### src/rtl/uart_tx_sched.sv
// uart_tx_sched: round-robin scheduler sharing one uart_tx serializer among
// N_REQ byte requesters. It latches the winning byte, strobes send, follows
// busy through the frame, acknowledges the requester and enforces an
// optional inter-frame gap.
module uart_tx_sched #(
    parameter int N_REQ        = 4,
    parameter int GAP_CYCLES   = 0,
    parameter int RISE_TIMEOUT = 8
) (
    input  logic                     clk,
    input  logic                     reset,
    input  logic [N_REQ-1:0]         req,
    input  logic [8*N_REQ-1:0]       req_data,
    output logic [N_REQ-1:0]         ack,
    output logic [7:0]               tx_data,
    output logic                     tx_send,
    input  logic                     tx_busy,
    output logic [$clog2(N_REQ)-1:0] grant_id,
    output logic                     active,
    output logic                     err
);

    localparam int GW      = $clog2(N_REQ);
    localparam int CNT_MAX = ((RISE_TIMEOUT > GAP_CYCLES) ? RISE_TIMEOUT : GAP_CYCLES) + 1;
    localparam int CW      = $clog2(CNT_MAX + 1);

    localparam logic [CW-1:0] RISE_LAST = CW'(RISE_TIMEOUT - 1);
    localparam logic [CW-1:0] GAP_LAST  = CW'(GAP_CYCLES);
    localparam logic [GW-1:0] LAST_INIT = GW'(N_REQ - 1);

    typedef enum logic [2:0] {
        IDLE,
        SEND,
        WAIT_RISE,
        WAIT_FALL,
        GAP
    } state_t;

    state_t            state;
    state_t            state_next;
    logic [CW-1:0]     cnt;
    logic [CW-1:0]     cnt_next;
    logic [GW-1:0]     last_grant;
    logic [GW-1:0]     last_next;
    logic [GW-1:0]     grant_next;
    logic [7:0]        data_next;
    logic              send_next;
    logic [N_REQ-1:0]  ack_next;
    logic              err_next;

    logic              pick_valid;
    logic [GW-1:0]     pick_id;
    logic [7:0]        pick_data;

    // Round-robin pick: first set request bit scanning upward from last_grant+1,
    // wrapping, so the requester just served is considered last.
    always_comb begin : arbiter
        int cand;
        pick_valid = 1'b0;
        pick_id    = '0;
        pick_data  = '0;
        cand       = 0;
        for (int k = 1; k <= N_REQ; k++) begin
            cand = int'(last_grant) + k;
            if (cand >= N_REQ) begin
                cand = cand - N_REQ;
            end
            if (!pick_valid && req[cand]) begin
                pick_valid = 1'b1;
                pick_id    = cand[GW-1:0];
                pick_data  = req_data[8*cand +: 8];
            end
        end
    end

    // Next-state and next-output logic; the counter is shared between the
    // busy-rise timeout and the inter-frame gap since they never overlap.
    always_comb begin
        state_next = state;
        cnt_next   = cnt;
        last_next  = last_grant;
        grant_next = grant_id;
        data_next  = tx_data;
        send_next  = 1'b0;
        ack_next   = '0;
        err_next   = err;
        case (state)
            IDLE: begin
                if (pick_valid) begin
                    state_next = SEND;
                    grant_next = pick_id;
                    data_next  = pick_data;
                    send_next  = 1'b1;
                end
            end
            SEND: begin
                state_next = WAIT_RISE;
                cnt_next   = '0;
            end
            WAIT_RISE: begin
                if (tx_busy) begin
                    state_next = WAIT_FALL;
                end else if (cnt == RISE_LAST) begin
                    err_next           = 1'b1;
                    ack_next[grant_id] = 1'b1;
                    last_next          = grant_id;
                    state_next         = GAP;
                    cnt_next           = '0;
                end else begin
                    cnt_next = cnt + 1'b1;
                end
            end
            WAIT_FALL: begin
                if (!tx_busy) begin
                    ack_next[grant_id] = 1'b1;
                    last_next          = grant_id;
                    state_next         = GAP;
                    cnt_next           = '0;
                end
            end
            GAP: begin
                if (cnt == GAP_LAST) begin
                    state_next = IDLE;
                end else begin
                    cnt_next = cnt + 1'b1;
                end
            end
            default: begin
                state_next = IDLE;
            end
        endcase
    end

    // State and registered outputs; reset aborts any frame without an ack.
    always_ff @(posedge clk or negedge reset) begin
        if (!reset) begin
            state      <= IDLE;
            cnt        <= '0;
            last_grant <= LAST_INIT;
            grant_id   <= '0;
            tx_data    <= '0;
            tx_send    <= 1'b0;
            ack        <= '0;
            err        <= 1'b0;
            active     <= 1'b0;
        end else begin
            state      <= state_next;
            cnt        <= cnt_next;
            last_grant <= last_next;
            grant_id   <= grant_next;
            tx_data    <= data_next;
            tx_send    <= send_next;
            ack        <= ack_next;
            err        <= err_next;
            active     <= (state_next != IDLE);
        end
    end

endmodule

### config.mk
export PLATFORM = sky130hd
export DESIGN_NAME = uart_tx_sched
export DESIGN_NICKNAME = d
export VERILOG_FILES = /design/src/rtl/uart_tx_sched.sv
export SDC_FILE = /design/constraint.sdc
export NUM_CORES = 1
export LEC_CHECK = 0
export ABC_AREA = 1
export CAP_MARGIN = 30
export CORE_MARGIN = 2
export CORE_UTILIZATION = 56
export DETAILED_ROUTE_END_ITERATION = 12
export PLACE_DENSITY_LB_ADDON = 0.2
export SLEW_MARGIN = 0
export SYNTH_ARGS = -nofsm -noshare
export SYNTH_HDL_FRONTEND = slang
export SYNTH_SLANG_ARGS = --single-unit
### constraint.sdc
create_clock -name clk -period 6.7 [get_ports clk]
set_input_delay 0.67 -clock clk [delete_from_list [all_inputs] [get_ports clk]]
set_output_delay 0.67 -clock clk [all_outputs]
set_load 0.05 [all_outputs]
==> flow_metrics.py <==
metrics = {
    "logic_synthesis": {
        "synth_top_area_cell": "nand2_1",
        "synth.area.mux_share": 0,
        "synth_top_family_by_area": "simple AND/OR/NAND/NOR gates",
        "yosys.area_share.simple": 0.510,
        "yosys_warnings": 0,
        "synth_most_common_cell": "nand2_1",
        "syn_area_per_cell_sq_um": 5.99,
        "postSynthCellCount": 430,
        "synth-seq-cells": 26,
        "synthArstFlopShare": 1.00,
        "synth_edf_count": 0,
        "yosys.area_share.adder": 0.0340,
        "ys_top_cells_by_area": "nand2_1 25%, dfrtp_1 23%, nand3_1 8.8%, o21ai_0 6.2%, nor2_1 6.0%",
        "synth-xor-area-share": 0.00340,
        "synth_compound_area_frac": 0.0997,
        "yosys-top-cells-count": "174 x nand2_1, 45 x nand3_1, 41 x nor2_1",
        "ys_seq_area_frac": 0.254,
        "synth_nets": 476,
        "yosysUniqueCellTypes": 34,
        "synth_top_flop_cell": "dfrtp_1",
        "synth_top_area_share": 0.254,
        "syn_area_sq_um": 2570,
    },
    "outcome": {
        "status": "complete, no violations",
    },
    "critical_path": {
        "crit_type": "flop to flop",
        "critPathLaunch": "last_grant[0]$_DFFE_PN1P_",
        "critPathLaunchType": "flop",
        "reg2reg_to": "tx_data[1]$_DFFE_PN0P_",
        "reg2reg_from": "last_grant[0]$_DFFE_PN1P_",
        "endpoint_kind": "flop",
        "rrSetupSlack_ns": 2.93,
        "cp.arrival_ns": 3.98,
        "reg2reg_depth": 10,
        "required_ns": 6.91,
        "crit_fanout": 53,
    },
    "global_routing": {
        "grt.total_usage": 0.259,
        "grt_pass1_wl_mm": 10.8,
        "grt_max_degree": 54,
        "overflow": 0,
        "grt_antenna_before_repair": 0,
        "grt_pass1_vias": 2532,
    },
    "min_path": {
        "hold_depth": 1,
        "hold_path.class": "flop to flop",
        "hold_start": "err$_DFFE_PN0P_",
        "hold_path_end": "err$_DFFE_PN0P_",
    },
    "detailed_routing": {
        "drtPass1Iterations": 5,
        "drt-total-wl_mm": 6.52,
        "drc": 0,
        "wire_per_inst_um": 12.4,
        "viasPerCell": 5.40,
        "first_iter_violations": 154,
        "via_count": 2834,
        "drtAntennaViolNets": 0,
    },
    "finish": {
        "area_delta_synth_final_pct": 22.1,
        "seq_area_sq_um": 653,
        "fillers": 393,
        "final_cells": 525,
        "multi_input_area_sq_um": 1670,
        "antenna_cells": 0,
        "postLayoutCoreUtil": 0.717,
        "final_nets": 520,
        "drive_above_1_share": 0.0613,
    },
    "clock_network": {
        "postCtsSetupBuffers": 0,
        "h-tree-depth": 1,
        "numClockSinks": 26,
        "insertion_delay_ns": 0.27,
        "cts_hold_buf": 0,
        "clockBufferDepth": 2,
        "cts_resized": 0,
        "cts.clk_slew.worst_paths_ns": 0.09,
        "clock-root-buffer": "clkbuf_8",
        "cts_tree": "built",
        "cts_buffers": 3,
    },
    "placement": {
        "buffer_ports.inserted": 55,
        "hpwl_mm": 5.03,
        "place_inst": 521,
        "routabilityCongestion": 0.895,
    },
    "timing": {
        "hold_viol_final": 0,
        "max_clock_freq_ghz": 0.265,
        "slew_viol_final": 0,
        "final.period_utilization": 0.563,
        "slew_headroom": 0.462,
        "timing.final.crit_period_ns": 3.77,
        "rsz0062_at_grt": "false",
        "finalSetupViolCount": 0,
        "tns_ns": 0,
        "finalClockSkew_ns": 0.00867,
        "worstMarginPinSlew_ns": 0.807,
    },
    "job": {
        "cap_violations": 0,
    },
    "die": {
        "ios": 56,
        "die_area_sq_um": 5150,
        "initial_core_util": 0.587,
        "coreArea_sq_um": 4380,
        "fp.dieH_um": 71.8,
        "die_w_um": 71.8,
        "rows": 24,
    },
    "power_and_ir_drop": {
        "peakVddDrop_v": 0.000310,
        "total_leakage_power_uw": 0.00163,
        "power_density_nw_per_um2": 505,
        "p_total_uw": 1590,
    },
}
metal layers:
metal  GRT usage  up-vias  wire length (um)
met5           0        -                 0
li1            -     1450                 -
met1       0.327     1281              2840
met2       0.457       87              3220
met4      0.0839        0               176
met3      0.0338       16               286
critical path, cell delays in order, from the launching register on:
cell and delay (ns):
dfstp_2 1.07, inv_2 0.46, ha_1 0.86, inv_1 0.43
nand3_1 0.20, nand2_1 0.10, nor2_4 0.22, nand3_1 0.10
nand2_1 0.07, nand2_1 0.05, a21oi_1 0.12
worst max-delay path by stage:
stage	end	slack, ns	cells past startpoint
floorplan	tx_data[2]$_DFFE_PN0P_	4.32	13
global placement	tx_data[1]$_DFFE_PN0P_	3.14	10
detailed placement	tx_data[1]$_DFFE_PN0P_	3.02	10
CTS	tx_data[1]$_DFFE_PN0P_	3.01	10
global route	tx_data[1]$_DFFE_PN0P_	2.56	10
finish	tx_data[1]$_DFFE_PN0P_	2.93	10
power breakdown:
group,internal (uW),switching [uW]
registers,220,86.7
logic,386,793
clock network,52.5,47.7
cells by family (layout without fill, tap and decap cells):
kind of cell    after synthesis  count (layout)
xor+xnor                      1               1
simple gates                291             291
flops                        26              26
compound gates               49              49
fa+ha+maj                     7               7
buf+inv                      56              99
layout by cell type, fill, tap and decap left out, drive strengths merged, types with 2 or more instances in the layout:
cell,instances
clkdlybuf4s50,55
nor3,3
nand3,48
inv,39
dfstp,2
o21ai,38
nor2,45
nand4,7
clkbuf,4
dfrtp,24
or2,2
a21oi,7
ha,7
nand2,183
registers in the layout (all words and copies together), names as in the netlist:
name,flops
ack,4
active,1
cnt,4
err,1
grant_id,2
last_grant,2
state,3
tx_data,8
tx_send,1
stage by stage:
stage | cell area (sq um) | setup slack (ns) | hold WS, ns
after floorplan | 2570 | 4.32 | 0.374
after global routing | 3140 | 2.56 | 0.486
after CTS | 3140 | 3.01 | 0.482
after global placement | 3090 | 3.14 | 0.454
final | 3140 | 2.93 | 0.479
after detailed placement | 3090 | 3.02 | 0.464
final cells by class:
cell class	instances	share of cell area
Multi-Input combinational cell	348	0.530
Clock buffer	4	0.0175
Timing Repair Buffer	56	0.178
Inverter	39	0.0466
Sequential cell	26	0.208
Tap cell	52	0.0207
(Power assumes the default switching activity.)
